===== src/rtl/instr_encoder.sv =====
// Packs MIPS field tuples into 32-bit words, buffers them in a small FIFO and streams them into the IM write port.
// Optional tuple legality check enabled by defining INSTR_ENCODER_CHECK_EN.
module instr_encoder #(
  parameter int          DEPTH     = 4,
  parameter logic [31:0] BASE_ADDR = 32'h0000_3000,
  parameter int          IM_WORDS  = 1024
) (
  input  logic        clk,
  input  logic        reset,
  input  logic        restart,
  input  logic        in_valid,
  output logic        in_ready,
  input  logic [1:0]  fmt,
  input  logic [5:0]  opcode,
  input  logic [4:0]  rs,
  input  logic [4:0]  rt,
  input  logic [4:0]  rd,
  input  logic [4:0]  shamt,
  input  logic [5:0]  funct,
  input  logic [15:0] imm16,
  input  logic [25:0] addr26,
  output logic        im_we,
  input  logic        im_ready,
  output logic [31:0] im_addr,
  output logic [31:0] im_wdata,
  output logic        mem_full,
  output logic [10:0] word_cnt,
  output logic        enc_err
);

  // state  | meaning
  // IDLE   | nothing buffered, no write pending
  // STREAM | words buffered or a write pending toward IM
  // FULL   | IM_WORDS words written; stalled until reset/restart
  localparam logic [1:0] ST_IDLE   = 2'd0;
  localparam logic [1:0] ST_STREAM = 2'd1;
  localparam logic [1:0] ST_FULL   = 2'd2;

  localparam logic [1:0] FMT_R   = 2'b00;
  localparam logic [1:0] FMT_I   = 2'b01;
  localparam logic [1:0] FMT_J   = 2'b10;

  localparam int             PW         = $clog2(DEPTH);
  localparam int             CW         = PW + 1;
  localparam logic [CW-1:0]  DEPTH_C    = CW'(DEPTH);
  localparam logic [10:0]    IM_WORDS_C = 11'(IM_WORDS);

  logic [31:0]   fifo_q [DEPTH];
  logic [PW-1:0] wr_ptr_q, wr_ptr_d;
  logic [PW-1:0] rd_ptr_q, rd_ptr_d;
  logic [CW-1:0] count_q, count_d;
  logic [1:0]    state_q, state_d;
  logic          im_we_q, im_we_d;
  logic [31:0]   im_wdata_q, im_wdata_d;
  logic [31:0]   im_addr_q, im_addr_d;
  logic [10:0]   word_cnt_q, word_cnt_d;

  logic [31:0] packed_word;
  logic        bad;
  logic        accept, enq, push, pop, bypass;
  logic        done, full_hit, can_load;

  always_comb begin
    packed_word = 32'h0;
    case (fmt)
      FMT_R:   packed_word = {opcode, rs, rt, rd, shamt, funct};
      FMT_I:   packed_word = {opcode, rs, rt, imm16};
      FMT_J:   packed_word = {opcode, addr26};
      default: packed_word = 32'h0;
    endcase
  end

`ifdef INSTR_ENCODER_CHECK_EN
  assign bad = ((fmt == FMT_R) && (opcode != 6'h00)) ||
               ((fmt == FMT_J) && (opcode != 6'h02) && (opcode != 6'h03));
`else
  assign bad = 1'b0;
`endif

  assign in_ready = (count_q < DEPTH_C) && (state_q != ST_FULL) && !restart;
  assign accept   = in_valid && in_ready;
  assign enq      = accept && !bad;

  assign done     = im_we_q && im_ready;
  assign full_hit = done && ((word_cnt_q + 11'd1) == IM_WORDS_C);
  // The completion that reaches the limit must not load a new word.
  assign can_load = (!im_we_q || im_ready) && (state_q != ST_FULL) && !full_hit;
  assign pop      = can_load && (count_q != '0);
  // An empty FIFO lets a fresh tuple go straight to the output register.
  assign bypass   = can_load && (count_q == '0) && enq;
  assign push     = enq && !bypass;

  always_comb begin
    wr_ptr_d   = wr_ptr_q;
    rd_ptr_d   = rd_ptr_q;
    count_d    = count_q;
    state_d    = state_q;
    im_we_d    = im_we_q;
    im_wdata_d = im_wdata_q;
    im_addr_d  = im_addr_q;
    word_cnt_d = word_cnt_q;

    if (restart) begin
      wr_ptr_d   = '0;
      rd_ptr_d   = '0;
      count_d    = '0;
      state_d    = ST_IDLE;
      im_we_d    = 1'b0;
      im_addr_d  = BASE_ADDR;
      word_cnt_d = '0;
    end else begin
      if (push) wr_ptr_d = wr_ptr_q + 1'b1;
      if (pop)  rd_ptr_d = rd_ptr_q + 1'b1;
      count_d = count_q + CW'(push) - CW'(pop);

      if (done) begin
        im_addr_d  = im_addr_q + 32'd4;
        word_cnt_d = word_cnt_q + 11'd1;
      end

      if (pop) begin
        im_we_d    = 1'b1;
        im_wdata_d = fifo_q[rd_ptr_q];
      end else if (bypass) begin
        im_we_d    = 1'b1;
        im_wdata_d = packed_word;
      end else if (done) begin
        im_we_d    = 1'b0;
      end

      if (state_q == ST_FULL)             state_d = ST_FULL;
      else if (full_hit)                  state_d = ST_FULL;
      else if (count_d != '0 || im_we_d)  state_d = ST_STREAM;
      else                                state_d = ST_IDLE;
    end
  end

  always_ff @(posedge clk) begin
    if (reset) begin
      wr_ptr_q   <= '0;
      rd_ptr_q   <= '0;
      count_q    <= '0;
      state_q    <= ST_IDLE;
      im_we_q    <= 1'b0;
      im_wdata_q <= 32'h0;
      im_addr_q  <= BASE_ADDR;
      word_cnt_q <= '0;
    end else begin
      wr_ptr_q   <= wr_ptr_d;
      rd_ptr_q   <= rd_ptr_d;
      count_q    <= count_d;
      state_q    <= state_d;
      im_we_q    <= im_we_d;
      im_wdata_q <= im_wdata_d;
      im_addr_q  <= im_addr_d;
      word_cnt_q <= word_cnt_d;
    end
  end

  always_ff @(posedge clk) begin
    if (!reset && !restart && push) fifo_q[wr_ptr_q] <= packed_word;
  end

`ifdef INSTR_ENCODER_CHECK_EN
  logic enc_err_q;
  always_ff @(posedge clk) begin
    if (reset) enc_err_q <= 1'b0;
    else       enc_err_q <= accept && bad;
  end
  assign enc_err = enc_err_q;
`else
  assign enc_err = 1'b0;
`endif

  assign im_we    = im_we_q;
  assign im_wdata = im_wdata_q;
  assign im_addr  = im_addr_q;
  assign word_cnt = word_cnt_q;
  assign mem_full = (state_q == ST_FULL);

endmodule


===== config.mk =====
export PLATFORM = sky130hd
export DESIGN_NAME = instr_encoder
export DESIGN_NICKNAME = d
export VERILOG_FILES = /design/src/rtl/instr_encoder.sv
export SDC_FILE = /design/constraint.sdc
export NUM_CORES = 1
export LEC_CHECK = 0
export CAP_MARGIN = 20
export CORE_AREA = 8 8 136 138
export CTS_BUF_LIST = sky130_fd_sc_hd__clkbuf_8
export CTS_CLUSTER_SIZE = 12
export DETAILED_ROUTE_END_ITERATION = 12
export DIE_AREA = 0 0 144 146
export PLACE_DENSITY = 0.88
export SYNTH_ARGS = -nofsm -noshare
export SYNTH_HDL_FRONTEND = slang
export SYNTH_SLANG_ARGS = --single-unit

===== constraint.sdc =====
create_clock -name clk -period 10.43 [get_ports clk]
set_input_delay 1.5645 -clock clk [delete_from_list [all_inputs] [get_ports clk]]
set_output_delay 1.5645 -clock clk [all_outputs]
set_load 0.01 [all_outputs]

# ---- Word level (Yosys, flattened, before mapping)
# Memory sizes are Yosys's and may differ from the RTL's. A register that Yosys moved wholly into a read port is not among the register bits.
# Index checks and enable logic that the tools add are counted.
dict set report word_totals {
  output_inout_bits 79
  elab_cells 65
  reg_bits 85
  inputBits 81
  memories 1
  ramBits 128
}
dict set report classes {
  mux 14
  add_sub_neg 6
  bitwise_logic 1
  n_lt_le_gt_ge 1
  reduce_logical 28
  n_eq_ne 5
}
# memory words width read_ports rd_clocked_by_memory_dff write_ports line
set mem_list {}
lappend mem_list {fifo_q 4 32 1 1 1 48} ;# logic [31:0] fifo_q [DEPTH];
# op count
set ops {}
lappend ops {{one-hot mux 32 bit (3 select lines)} 1}
lappend ops {{2-to-1 mux 32 bit} 2}
lappend ops {{adder 32 x 3 -> 32 bit, second input constant} 1}
lappend ops {{logical AND 1 bit} 13}
lappend ops {{adder 11 x 1 -> 11 bit, second input constant} 1}
lappend ops {{== test 11 bit, second input constant} 1}
lappend ops {{2-to-1 mux 2 bit} 4}
lappend ops {{2-to-1 mux 1 bit} 7}
lappend ops {{nonzero test 3 bit} 2}
lappend ops {{logical NOT 1 bit} 5}
lappend ops {{adder 2 x 1 -> 2 bit, second input constant} 2}
lappend ops {{== test 2 bit, second input constant} 2}
lappend ops {{OR reduction 4 bit} 1}
lappend ops {{adder 3 x 1 -> 3 bit} 1}
lappend ops {{logical NOT 3 bit} 1}
lappend ops {{less-than comparator 3 bit, second input constant} 1}
lappend ops {{subtractor 3 x 1 -> 3 bit} 1}
lappend ops {{== test 2 x 1 -> 1 bit, second input constant} 1}
lappend ops {{logical NOT 2 bit} 1}
lappend ops {{logical OR 1 bit} 2}
lappend ops {{!= test 2 bit, second input constant} 1}
lappend ops {{AND reduction 2 bit} 1}
lappend ops {{nonzero test 2 bit} 1}
lappend ops {{OR reduction 2 bit} 1}
lappend ops {{inverter 1 bit} 1}

# ---- Depth between registers and ports, before layout
# Gate-level depths: netlist of the first run.
dict set report depth {
  depth_word 16
  mapped_depth 16
  depth_no_buf 15
}

# ---- Worst setup path before layout of the first run
# No wires, ideal clock.
dict set report synth_path {
  kind {input port to flip-flop}
  startpoint {input im_ready}
  endpoint {register state_q[0]}
  slack_ns 6.331
  arrival_ns 3.984
  setup_ns 0.114
  path_buffers 0
  path_stages 14
  required_ns 10.316
  path_cell_list {and2_1 nand2_1 nor4_4 nand4_4 a31oi_4 inv_2 ha_1 inv_1 ha_1 inv_1 fa_1 xor2_1 xnor2_1 a2111oi_0}
}
dict set report synth_between {
  elab_chain_cells 13
  elab_cells_between_ends 21
  classes_between {2 x add/sub; 5 x mux; 14 x reduce/logical}
}
# item line
set synth_rtl {}
lappend synth_rtl {{start: declaration} 23} ;# input logic im_ready,
lappend synth_rtl {{logical AND 1 bit} 84} ;# assign done = im_we_q && im_ready;
lappend synth_rtl {{logical AND 1 bit} 85} ;# assign full_hit = done && ((word_cnt_q + 11'd1) == IM_WORDS_C);
lappend synth_rtl {{logical NOT 1 bit} 87} ;# assign can_load = (!im_we_q || im_ready) && (state_q != ST_FULL) && !full_hit;
lappend synth_rtl {{logical AND 1 bit} 87}
lappend synth_rtl {{logical AND 1 bit (2 in a row)} 90} ;# assign bypass = can_load && (count_q == '0) && enq;
lappend synth_rtl {{logical NOT 1 bit} 91} ;# assign push = enq && !bypass;
lappend synth_rtl {{logical AND 1 bit} 91}
lappend synth_rtl {{adder 3 x 1 -> 3 bit} 114} ;# count_d = count_q + CW'(push) - CW'(pop);
lappend synth_rtl {{subtractor 3 x 1 -> 3 bit} 114}
lappend synth_rtl {{nonzero test 3 bit} 133} ;# else if (count_d != '0 || im_we_d) state_d = ST_STREAM;
lappend synth_rtl {{logical OR 1 bit} 133}
lappend synth_rtl {{2-to-1 mux 1 bit} 133}
lappend synth_rtl {{end signal: assignment} 152} ;# state_q <= state_d;
lappend synth_rtl {{end: declaration} 52} ;# logic [1:0] state_q, state_d;
# Several ways; a longest one is shown, not always the timed one. The select of a mux whose other input is x is not followed.
# A chain may end at the register's enable or synchronous reset.

# ---- Worst setup path in the final report of the first run
# Ends and elaborated chain as after synthesis.

==> flow_metrics.env, run 1 <==
export IMPL_synth_top_family_by_area="multiplexers"
export IMPL_synth_seq_cells=213
export IMPL_routed_wl_um=23100
export IMPL_report_power_total_mw=2.44
export IMPL_worstMarginPinSlew_ns=1.13
export IMPL_core_area_um2=16300
export IMPL_synth_top_area_cell="sky130_fd_sc_hd__edfxtp_1"
export IMPL_synthDistinctLibCells=53
export IMPL_die_h_um=146
export IMPL_nNetsFinal=956
export IMPL_worst_ep_arrival_time_ns=5.66
export IMPL_synthAdderAreaFrac_pct=1.37
export IMPL_outcome="finished clean"
export IMPL_grt_pass1_wl_um=36500
export IMPL_syn_cell_area_um2=9670
export IMPL_placementRows=47
export IMPL_clock_sinks=213
export IMPL_hpwl_detailed_um=15000
export IMPL_setup_repair_after_global_routing_missed_its_margin="no"
export IMPL_setup_viol_count_final=0
export IMPL_boundaryPins=160
export IMPL_worst_clock_skew_ns=0.0396
export IMPL_drt_pass1_iter_count=6
export IMPL_grt_total_usage_pct=22.1
export IMPL_syn_inst=718
export IMPL_maximum_clock_insertion_buffer_count=3
export IMPL_initial_antenna_violation_count=0
export IMPL_synth_xor_xnor_area_share_pct=3.71
export IMPL_p_leak_nw=3.89
export IMPL_post_synth_mux_area_share_pct=12.6
export IMPL_worst_setup_hold_path_clk_slew_ns=0.06
export IMPL_wl_per_cell_um=20.8
export IMPL_slew_violations=0
export IMPL_initial_cell_density_of_the_core_pct=59.4
export IMPL_synth_warnings=0
export IMPL_route_vias_total=6644
export IMPL_post_cts_repair_timing_setup_buffer_count=0
export IMPL_via_count_of_the_first_global_routing_pass=7084
export IMPL_period_utilization_pct=50.6
export IMPL_area_growth_synth_to_final_pct=23.4
export IMPL_place_congestion=0.896
export IMPL_die_width_um=144
export IMPL_timing_critical_path_fanout_max=67
export IMPL_worst_hold_path_type="reg -> reg"
export IMPL_prevailing_post_synth_register_cell="sky130_fd_sc_hd__edfxtp_1"
export IMPL_synth_async_sr_flop_share_pct=0
export IMPL_grt_start_max_net_pins=68
export IMPL_worstSetupEndpointType="register"
export IMPL_inserted_clock_buffers=35
export IMPL_io_buffers=156
export IMPL_drive_gt1_share_pct=17.4
export IMPL_worstSetupPathType="in -> reg"
export IMPL_critPathSlowestCell="sky130_fd_sc_hd__clkdlybuf4s50_1"
export IMPL_drt_first_iter_violations=598
export IMPL_ctsResizeCount=0
export IMPL_detail_route_drc_violations=0
export IMPL_postCtsHoldBufs=0
export IMPL_synth_compound_gate_area_share_pct=11.0
export IMPL_post_synth_most_frequent_cells="sky130_fd_sc_hd__edfxtp_1, sky130_fd_sc_hd__dfxtp_1, sky130_fd_sc_hd__nand2_1"
export IMPL_diodes_inserted=0
export IMPL_cts_htree_levels=2
export IMPL_clock_tree_root_cell="sky130_fd_sc_hd__clkbuf_8"
export IMPL_post_route_min_period_ns=5.28
export IMPL_cap_viol_max_count=0
export IMPL_cts_tree="done"
export IMPL_maximum_cell_stage_delay_along_the_critical_path_ns=0.51
export IMPL_share_of_synthesized_area_occupied_by_flip_flops_and_latches_pct=57.4
export IMPL_hold_viol=0
export IMPL_power_per_cell_area_nw_per_um2=204
export IMPL_clk_latency_worst_skew_pair_ns=0.54
export IMPL_critPathLaunchType="primary input"
export IMPL_worst_ir_drop_vdd_mv=0.159
export IMPL_achievable_frequency_mhz=189
export IMPL_timing_setup_tns_ns=0
export IMPL_fp_dieArea_um2=21000
export IMPL_syn_mean_instance_area_um2=13.5
export IMPL_post_drt_via_cell_ratio=5.98
export IMPL_synthMostInstantiatedCell="sky130_fd_sc_hd__edfxtp_1"
export IMPL_number_of_enable_flip_flop_cells_after_synthesis=128
export IMPL_drtAntennaViolNets=0
export IMPL_max_slew_margin_rel_pct=24.7
export IMPL_required_ns=10.81
export IMPL_worst_r2r_setup_slack_ns=6.04
export IMPL_yosysTopAreaCellShare_pct=39.8
export IMPL_global_route_overflow_total=0
export IMPL_critical_path_cell_chain="clkdlybuf4s50_1 -> and2_1 -> nand2_1 -> nor4_4 -> nand4_4 -> buf_4 -> a31oi_4 -> inv_2 -> ha_1 -> inv_1 -> ha_1 -> inv_1 -> fa_1 -> xor2_1 -> xnor2_1 -> a2111oi_0"
export IMPL_synth_top_cells_by_area="sky130_fd_sc_hd__edfxtp_1, sky130_fd_sc_hd__dfxtp_1, sky130_fd_sc_hd__mux4_2, sky130_fd_sc_hd__mux2i_1, sky130_fd_sc_hd__a311oi_2"
export IMPL_synthSimpleGateAreaFrac_pct=9.91
[logic make-up after synthesis]
logic type,Yosys count
DFF,213
adders and majority gates,10
xor gates and xnor gates,41
AOI/OAI and AO/OA,115
other,1
buffers and inverters,72
muxes,82
and+or+nand+nor,184
[final timing paths]
path | startpoint | end | depth (start not counted)
setup / recovery | im_ready | state_q[0] | 16
hold / removal | rd_ptr_q[1] | rd_ptr_q[1] | 2
setup reg to reg | word_cnt[0] | state_q[0] | 16
hold reg to reg | rd_ptr_q[1] | rd_ptr_q[1] | 2
[where the power goes]
group          switching, mW  internal (mW)  leakage, nW  total (mW)
clock                  0.327          0.355        0.380       0.682
combinational          0.389          0.363         1.66       0.752
sequential            0.0447          0.958         1.85        1.00
[layout make-up]
cell class	count	area, um^2
Clock buffer	40	551
Clock inverter	23	110
Fill cell	984	4360
Inverter	17	63.8
Multi-Input combinational cell	435	3770
Sequential cell	213	5550
Tap cell	220	275
Timing Repair Buffer	163	1610
[routing by layer]
metal | up-vias | share of wire, % | global-route usage, %
met5 | - | 0 | 0
met4 | 0 | 2.0 | 8.42
met3 | 40 | 8.7 | 5.94
met2 | 308 | 51 | 37.4
met1 | 3287 | 38 | 26.0
li1 | 3009 | - | -
[cells in the final DEF, fill, tap and decap left out, drive strengths merged, types with 3 or more instances in the layout]
| cell | count |
|---|---|
| nor4 | 3 |
| clkbuf | 40 |
| mux2i | 49 |
| dfxtp | 85 |
| nand4 | 14 |
| a311oi | 33 |
| or3 | 5 |
| nor3 | 9 |
| xor2 | 26 |
| xnor2 | 15 |
| buf | 8 |
| nor2 | 49 |
| and4 | 6 |
| a21oi | 9 |
| and3 | 7 |
| clkinv | 12 |
| a31oi | 35 |
| mux4 | 32 |
| ha | 9 |
| conb | 3 |
| clkdlybuf4s50 | 155 |
| and2 | 12 |
| o21ai | 32 |
| edfxtp | 128 |
| nand2 | 56 |
| inv | 27 |
| nand3 | 14 |
| nor2b | 5 |
[registers in the layout, indices dropped and copies added, names as in the netlist, named ones only]
name,count
im_addr,30
word_cnt,11
fifo_q,128
state_q,2
rd_ptr_q,2
im_wdata,32
count_q,3
im_we,1
wr_ptr_q,2
[metrics by stage]
step / cell area [um^2] / hold WS (ns) / cells / util, % / worst slack (ns)
floorplan: 9680 / 0.459 / 720 / - / 6.33
global route: 11900 / 0.535 / 1111 / 73.2 / 4.95
finish: 11900 / 0.492 / 1111 / 73.2 / 5.15
CTS: 11900 / 0.498 / 1111 / 73.2 / 5.16
detailed placement: 11300 / 0.492 / 1048 / 69.2 / 4.65
global placement: 11300 / 0.476 / 1048 / 69.2 / 4.94
[worst max-delay path, delay by kind of cell]
family	cells	cell delay [ns]
buffers and inverters	5	1.09
AND/OR/NAND/NOR	4	1.03
AO/OA/AOI/OAI	2	0.82
adder cells (fa/ha/maj)	3	0.80
XOR/XNOR	2	0.32
Power figures use the tool's default switching activity.
==> run 2, diff against run 1 <==
CORE_AREA = 8 8 149 151   (was 8 8 136 138)
DIE_AREA = 0 0 157 159   (was 0 0 144 146)
PLACE_DENSITY = 0.77   (was 0.88)
clock period = 4.5 ns   (was 10.43 ns; I/O delays follow)
==> run 2 against run 1 <==
Power grew 130%. Sequential share of layout area shrank 0.50 points. Routed wire length shrank 6.9%. Combinational power grew 120%. Die area grew 19%. Highest routed layer unchanged.
==> flow_metrics.env, run 2 (synthesis gave the netlist of run 1 again) <==
export IMPL_period_utilization_pct=82.5
export IMPL_worst_hold_path_type="reg -> reg"
export IMPL_power_per_cell_area_nw_per_um2=467
export IMPL_worstMarginPinSlew_ns=1.03
export IMPL_outcome="finished clean"
export IMPL_io_buffers=156
export IMPL_placementRows=52
export IMPL_timing_setup_tns_ns=0
export IMPL_grt_start_max_net_pins=67
export IMPL_grt_pass1_wl_um=34800
export IMPL_die_h_um=159
export IMPL_die_width_um=157
export IMPL_grt_busiest_layer="met2"
export IMPL_global_route_usage_met3_pct=3.77
export IMPL_worst_ep_arrival_time_ns=4.08
export IMPL_inserted_clock_buffers=35
export IMPL_hpwl_detailed_um=14400
export IMPL_ctsResizeCount=0
export IMPL_max_flop_register="fifo_q"
export IMPL_critPathLaunchType="register"
export IMPL_boundaryPins=160
export IMPL_drt_pass1_iter_count=4
export IMPL_via_count_of_the_first_global_routing_pass=6618
export IMPL_layout_common_cells="sky130_fd_sc_hd__clkdlybuf4s50_1, sky130_fd_sc_hd__edfxtp_1, sky130_fd_sc_hd__dfxtp_1"
export IMPL_required_ns=4.87
export IMPL_largest_register_ff_count=128
export IMPL_global_route_overflow_total=0
export IMPL_timing_critical_path_fanout_max=9
export IMPL_worst_clock_skew_ns=0.0199
export IMPL_initial_antenna_violation_count=0
export IMPL_layout_commonest_cell="sky130_fd_sc_hd__clkdlybuf4s50_1"
export IMPL_drive_gt1_share_pct=17.5
export IMPL_post_layout_nonfiller_instances=1168
export IMPL_cts_htree_levels=2
export IMPL_diodes_inserted=0
export IMPL_grt_total_usage_pct=17.4
export IMPL_grt_util_met1_pct=21.2
export IMPL_setup_repair_after_global_routing_missed_its_margin="no"
export IMPL_core_area_um2=19800
export IMPL_achievable_frequency_mhz=269
export IMPL_hold_viol=0
export IMPL_post_cts_repair_timing_setup_buffer_count=0
export IMPL_post_drt_via_cell_ratio=5.35
export IMPL_slew_violations=0
export IMPL_critical_path_endpoint="state_q[0]"
export IMPL_route_vias_total=6249
export IMPL_fin_util_pct=60.8
export IMPL_setup_viol_count_final=0
export IMPL_fp_dieArea_um2=25000
export IMPL_nNetsFinal=964
export IMPL_max_slew_margin_rel_pct=31.1
export IMPL_multiInputGateArea_um2=3770
export IMPL_maximum_cell_stage_delay_along_the_critical_path_ns=0.46
export IMPL_critPathSlowestCell="sky130_fd_sc_hd__dfxtp_1"
export IMPL_critical_path_reg2reg_endpoint="state_q[0]"
export IMPL_initial_cell_density_of_the_core_pct=48.7
export IMPL_layout_area_seq_um2=5550
export IMPL_rr_worst_depth=15
export IMPL_detail_route_drc_violations=0
export IMPL_clock_tree_root_cell="sky130_fd_sc_hd__clkbuf_8"
export IMPL_drt_first_iter_violations=253
export IMPL_p_leak_nw=3.95
export IMPL_place_congestion=0.799
export IMPL_critical_path_most_common_cell="sky130_fd_sc_hd__ha_1"
export IMPL_global_routing_usage_on_met2_pct=29.3
export IMPL_worstSetupPathType="reg -> reg"
export IMPL_wl_per_cell_um=18.4
export IMPL_num_fill_cells=1534
export IMPL_drtAntennaViolNets=0
export IMPL_cts_tree="done"
export IMPL_worst_ir_drop_vdd_mv=0.333
export IMPL_maximum_clock_insertion_buffer_count=3
export IMPL_critical_path_cell_chain="ha_1 -> nand3_1 -> o21a_1 -> nor4_4 -> nand4_4 -> a31oi_4 -> inv_2 -> ha_1 -> inv_1 -> ha_1 -> inv_1 -> fa_1 -> xor2_1 -> xnor2_1 -> a2111oi_0"
export IMPL_clk_latency_worst_skew_pair_ns=0.51
export IMPL_worst_r2r_setup_slack_ns=0.79
export IMPL_post_route_min_period_ns=3.71
export IMPL_setup_worst_path_start="word_cnt[0]"
export IMPL_worstSetupEndpointType="register"
export IMPL_routed_wl_um=21500
export IMPL_worst_setup_hold_path_clk_slew_ns=0.06
export IMPL_place_detailed_instances=1106
export IMPL_clock_sinks=213
export IMPL_postCtsHoldBufs=0
export IMPL_r2r_start="word_cnt[0]"
export IMPL_area_growth_synth_to_final_pct=24.7
export IMPL_hold_worst_slack_ns=0.486
export IMPL_cap_viol_max_count=0
==> run 2: cell type report <==
| cell class | count | area share [%] |
|---|---|---|
| Sequential cell | 213 | 46.0 |
| Tap cell | 270 | 2.80 |
| Timing Repair Buffer | 171 | 13.8 |
| Multi-Input combinational cell | 435 | 31.3 |
| Inverter | 17 | 0.529 |
| Clock buffer | 40 | 4.57 |
| Clock inverter | 22 | 0.965 |
==> run 2: where the power goes <==
part           switching [mW]  internal [mW]
clock                   0.729          0.868
combinational           0.848          0.845
sequential              0.122           2.22
total                    1.70           3.93
==> run 2: how the worst min path moves through the flow <==
stage	slack, ns	startpoint	endpoint	cells past startpoint
final	0.49	rd_ptr_q[1]	rd_ptr_q[1]	2
after global routing	0.53	rd_ptr_q[1]	register	2
after CTS	0.49	rd_ptr_q[1]	rd_ptr_q[1]	2
after detailed placement	0.48	rd_ptr_q[1]	rd_ptr_q[1]	2
after global placement	0.48	rd_ptr_q[1]	rd_ptr_q[1]	2
after floorplan	0.46	rd_ptr_q[1]	register	2
==> run 2: metal layers <==
layer / share of wire [%] / wire, um / vias up
li1: - / - / 3023
met5: 0 / 0 / -
met2: 49 / 10500 / 187
met4: 2.6 / 565 / 0
met3: 6.7 / 1430 / 42
met1: 42 / 9000 / 2997
==> run 2: worst max-delay path: cells and delay by family (launching register included) <==
| family | cells | cell delay [ns] |
|---|---|---|
| AO/OA/AOI/OAI | 3 | 0.90 |
| XOR/XNOR | 2 | 0.31 |
| AND/OR/NAND/NOR | 3 | 0.58 |
| buffers and inverters | 3 | 0.15 |
| flip-flops | 1 | 0.46 |
| adder cells (fa/ha/maj) | 4 | 1.19 |
==> run 2: per-stage QoR <==
stage / setup slack (ns) / total power [mW] / cell area (um^2)
2_1_floorplan: 1.11 / 3.54 / 9680
3_3_place_gp: 0.661 / 4.07 / 11400
3_5_place_dp: 0.561 / 4.10 / 11400
4_1_cts: 0.801 / 5.70 / 12100
5_1_grt: 0.451 / 5.92 / 12100
6_report: 0.788 / 5.63 / 12100
==> run 3, diff against run 2 <==
clock period = 3.2 ns   (was 4.5 ns; I/O delays follow)
==> run 3 against run 2 <==
Die area unchanged. Utilization increased by 2.3 points. Maximum frequency increased by 21%. First-iteration DRC count increased by 47%. Routed wire length increased by 3.7%. Clock power increased by 37%. Critical path depth decreased by 1. Final area increased by 3.8%. Combinational power increased by 58%. Critical endpoint unchanged. Largest cell class unchanged.
==> flow_metrics.env, run 3 (synthesis gave the netlist of run 1 again) <==
export IMPL_p_leak_nw=4.16
export IMPL_clock_sinks=213
export IMPL_max_flop_register="fifo_q"
export IMPL_grt_start_max_net_pins=67
export IMPL_setup_repair_after_global_routing_missed_its_margin="yes"
export IMPL_boundaryPins=160
export IMPL_clock_tree_root_cell="sky130_fd_sc_hd__clkbuf_8"
export IMPL_intPower_mw=5.65
export IMPL_timing_critical_path_fanout_max=4
export IMPL_power_frac_comb_pct=32.8
export IMPL_worstSetupEndpointType="register"
export IMPL_via_count_of_the_first_global_routing_pass=6850
export IMPL_worst_ep_arrival_time_ns=3.48
export IMPL_area_growth_synth_to_final_pct=29.4
export IMPL_global_route_overflow_total=0
export IMPL_worstMarginPinSlew_ns=0.902
export IMPL_io_buffers=156
export IMPL_diodes_inserted=0
export IMPL_worst_hold_path_type="in -> reg"
export IMPL_worstSetupPathType="reg -> reg"
export IMPL_slew_violations=0
export IMPL_clock_power_share_pct=26.9
export IMPL_routed_wl_um=22300
export IMPL_drtAntennaViolNets=0
export IMPL_critPathLaunchType="register"
export IMPL_post_route_worst_setup_slack_ns=0.140
export IMPL_timing_setup_tns_ns=0
export IMPL_cts_tree="done"
export IMPL_switchingPower_mw=2.50
export IMPL_worst_clock_skew_ns=0.0192
export IMPL_place_detailed_instances=1140
export IMPL_drt_pass1_iter_count=5
export IMPL_die_width_um=157
export IMPL_grt_pass1_wl_um=35700
export IMPL_postCtsHoldBufs=0
export IMPL_post_drt_via_cell_ratio=5.38
export IMPL_achievable_frequency_mhz=327
export IMPL_worst_path_dominant_cell_family="adder cells"
export IMPL_largest_register_ff_count=128
export IMPL_maximum_cell_stage_delay_along_the_critical_path_ns=0.43
export IMPL_maximum_clock_insertion_buffer_count=3
export IMPL_critPathSlowestCell="sky130_fd_sc_hd__fa_2"
export IMPL_grt_total_usage_pct=17.9
export IMPL_placementRows=52
export IMPL_die_h_um=159
export IMPL_swShare_pct=30.7
export IMPL_detail_route_drc_violations=0
export IMPL_period_utilization_pct=95.6
export IMPL_route_vias_total=6478
export IMPL_drt_first_iter_violations=371
export IMPL_setup_viol_count_final=0
export IMPL_power_per_cell_area_nw_per_um2=652
export IMPL_nNetsFinal=1001
export IMPL_post_route_min_period_ns=3.06
export IMPL_num_fill_cells=1520
export IMPL_worst_ir_drop_vdd_mv=0.451
export IMPL_layout_commonest_cell="sky130_fd_sc_hd__clkdlybuf4s50_1"
export IMPL_hpwl_detailed_um=15100
export IMPL_required_ns=3.62
export IMPL_inserted_clock_buffers=35
export IMPL_core_area_um2=19800
export IMPL_critical_path_cell_chain="buf_6 -> a311oi_2 -> a41oi_2 -> nor4_4 -> buf_4 -> and4_4 -> nor2_4 -> ha_4 -> inv_2 -> ha_4 -> inv_2 -> fa_2 -> nor4b_4 -> a2111oi_2"
export IMPL_fp_dieArea_um2=25000
export IMPL_worst_setup_hold_path_clk_slew_ns=0.06
export IMPL_post_layout_nonfiller_instances=1205
export IMPL_hold_viol=0
export IMPL_initial_antenna_violation_count=0
export IMPL_place_congestion=0.811
export IMPL_pre_cts_slack_ns=-0.348
export IMPL_layout_common_cells="sky130_fd_sc_hd__clkdlybuf4s50_1, sky130_fd_sc_hd__edfxtp_1, sky130_fd_sc_hd__dfxtp_1"
export IMPL_max_slew_margin_rel_pct=39.8
export IMPL_cts_htree_levels=2
export IMPL_drive_gt1_share_pct=22.9
export IMPL_cap_viol_max_count=0
export IMPL_wl_per_cell_um=18.5
export IMPL_outcome="finished clean"
export IMPL_initial_cell_density_of_the_core_pct=48.7
export IMPL_critPathBufInv=4
export IMPL_clk_latency_worst_skew_pair_ns=0.53
export IMPL_report_power_total_mw=8.15
export IMPL_power_sequential_fraction_pct=40.3
==> run 3: cell types whose count changed in the layout (fill, tap and decap cells not counted), sizes merged <==
cell,before,now
buf,16,53
bufinv,1,0
clkbuf,40,41
clkinv,5,2
clkinvlp,1,3
inv,32,33
==> run 3: power groups by stage <==
stage          Clock, mW  Sequential (mW)  Combinational, mW
2_1_floorplan          0             3.35               1.67
3_3_place_gp           0             3.34               2.51
3_5_place_dp           0             3.34               2.55
4_1_cts             2.26             3.29               2.56
5_1_grt             2.38             3.31               2.87
6_report            2.19             3.29               2.67
==> run 3: layout make-up <==
cell class                      count  area, um^2  area share [%]
Multi-Input combinational cell    435        3880            31.0
Inverter                           17        63.8           0.510
Timing Repair Buffer              208        2020            16.1
Tap cell                          270         338            2.70
Clock inverter                     21        90.1           0.720
Sequential cell                   213        5560            44.5
Clock buffer                       41         564            4.51
==> run 3: worst register-to-register path, cell delays in order, from the launching register on <==
cell and delay [ns]:
sky130_fd_sc_hd__dfxtp_4 0.36, sky130_fd_sc_hd__buf_6 0.11, sky130_fd_sc_hd__a311oi_2 0.27, sky130_fd_sc_hd__a41oi_2 0.08, sky130_fd_sc_hd__nor4_4 0.32, sky130_fd_sc_hd__buf_4 0.17, sky130_fd_sc_hd__and4_4 0.22, sky130_fd_sc_hd__nor2_4 0.04
sky130_fd_sc_hd__ha_4 0.26, sky130_fd_sc_hd__inv_2 0.04, sky130_fd_sc_hd__ha_4 0.14, sky130_fd_sc_hd__inv_2 0.04, sky130_fd_sc_hd__fa_2 0.43, sky130_fd_sc_hd__nor4b_4 0.15, sky130_fd_sc_hd__a2111oi_2 0.34
==> run 3: repair_timing <==
| action | CTS | global route |
|---|---|---|
| gates resized for setup | 5 | 12 |
| pin swaps | 1 | 8 |
| setup buffers | 0 | 3 |
| endpoints found under the setup margin | 1 | 1 |
==> run 3: per-stage QoR <==
step           hold slack (ns)  util (%)  area, um^2
2_1_floorplan            0.459         -        9730
3_3_place_gp             0.467      59.3       11800
3_5_place_dp             0.488      59.3       11800
4_1_cts                  0.307      62.6       12400
5_1_grt                  0.323      63.1       12500
6_report                 0.338      63.1       12500
==> run 3: worst paths after layout <==
| path | cells after the start | to | slack, ns | from |
|---|---|---|---|---|
| max reg2reg | 14 | state_q[0] | 0.14 | word_cnt[0] |
| min | 4 | im_addr[13] | 0.34 | reset |
| min reg2reg | 2 | register | 0.50 | rd_ptr_q[1] |
| max | 14 | state_q[0] | 0.14 | word_cnt[0] |
==> run 3: layer usage <==
layer | global-route usage (%) | share of wire, % | vias to the layer above
li1 | - | - | 3098
met1 | 22.5 | 43 | 3165
met2 | 29.9 | 50 | 178
met3 | 4.02 | 5.5 | 37
met4 | 6.21 | 2.2 | 0
met5 | 0 | 0 | -
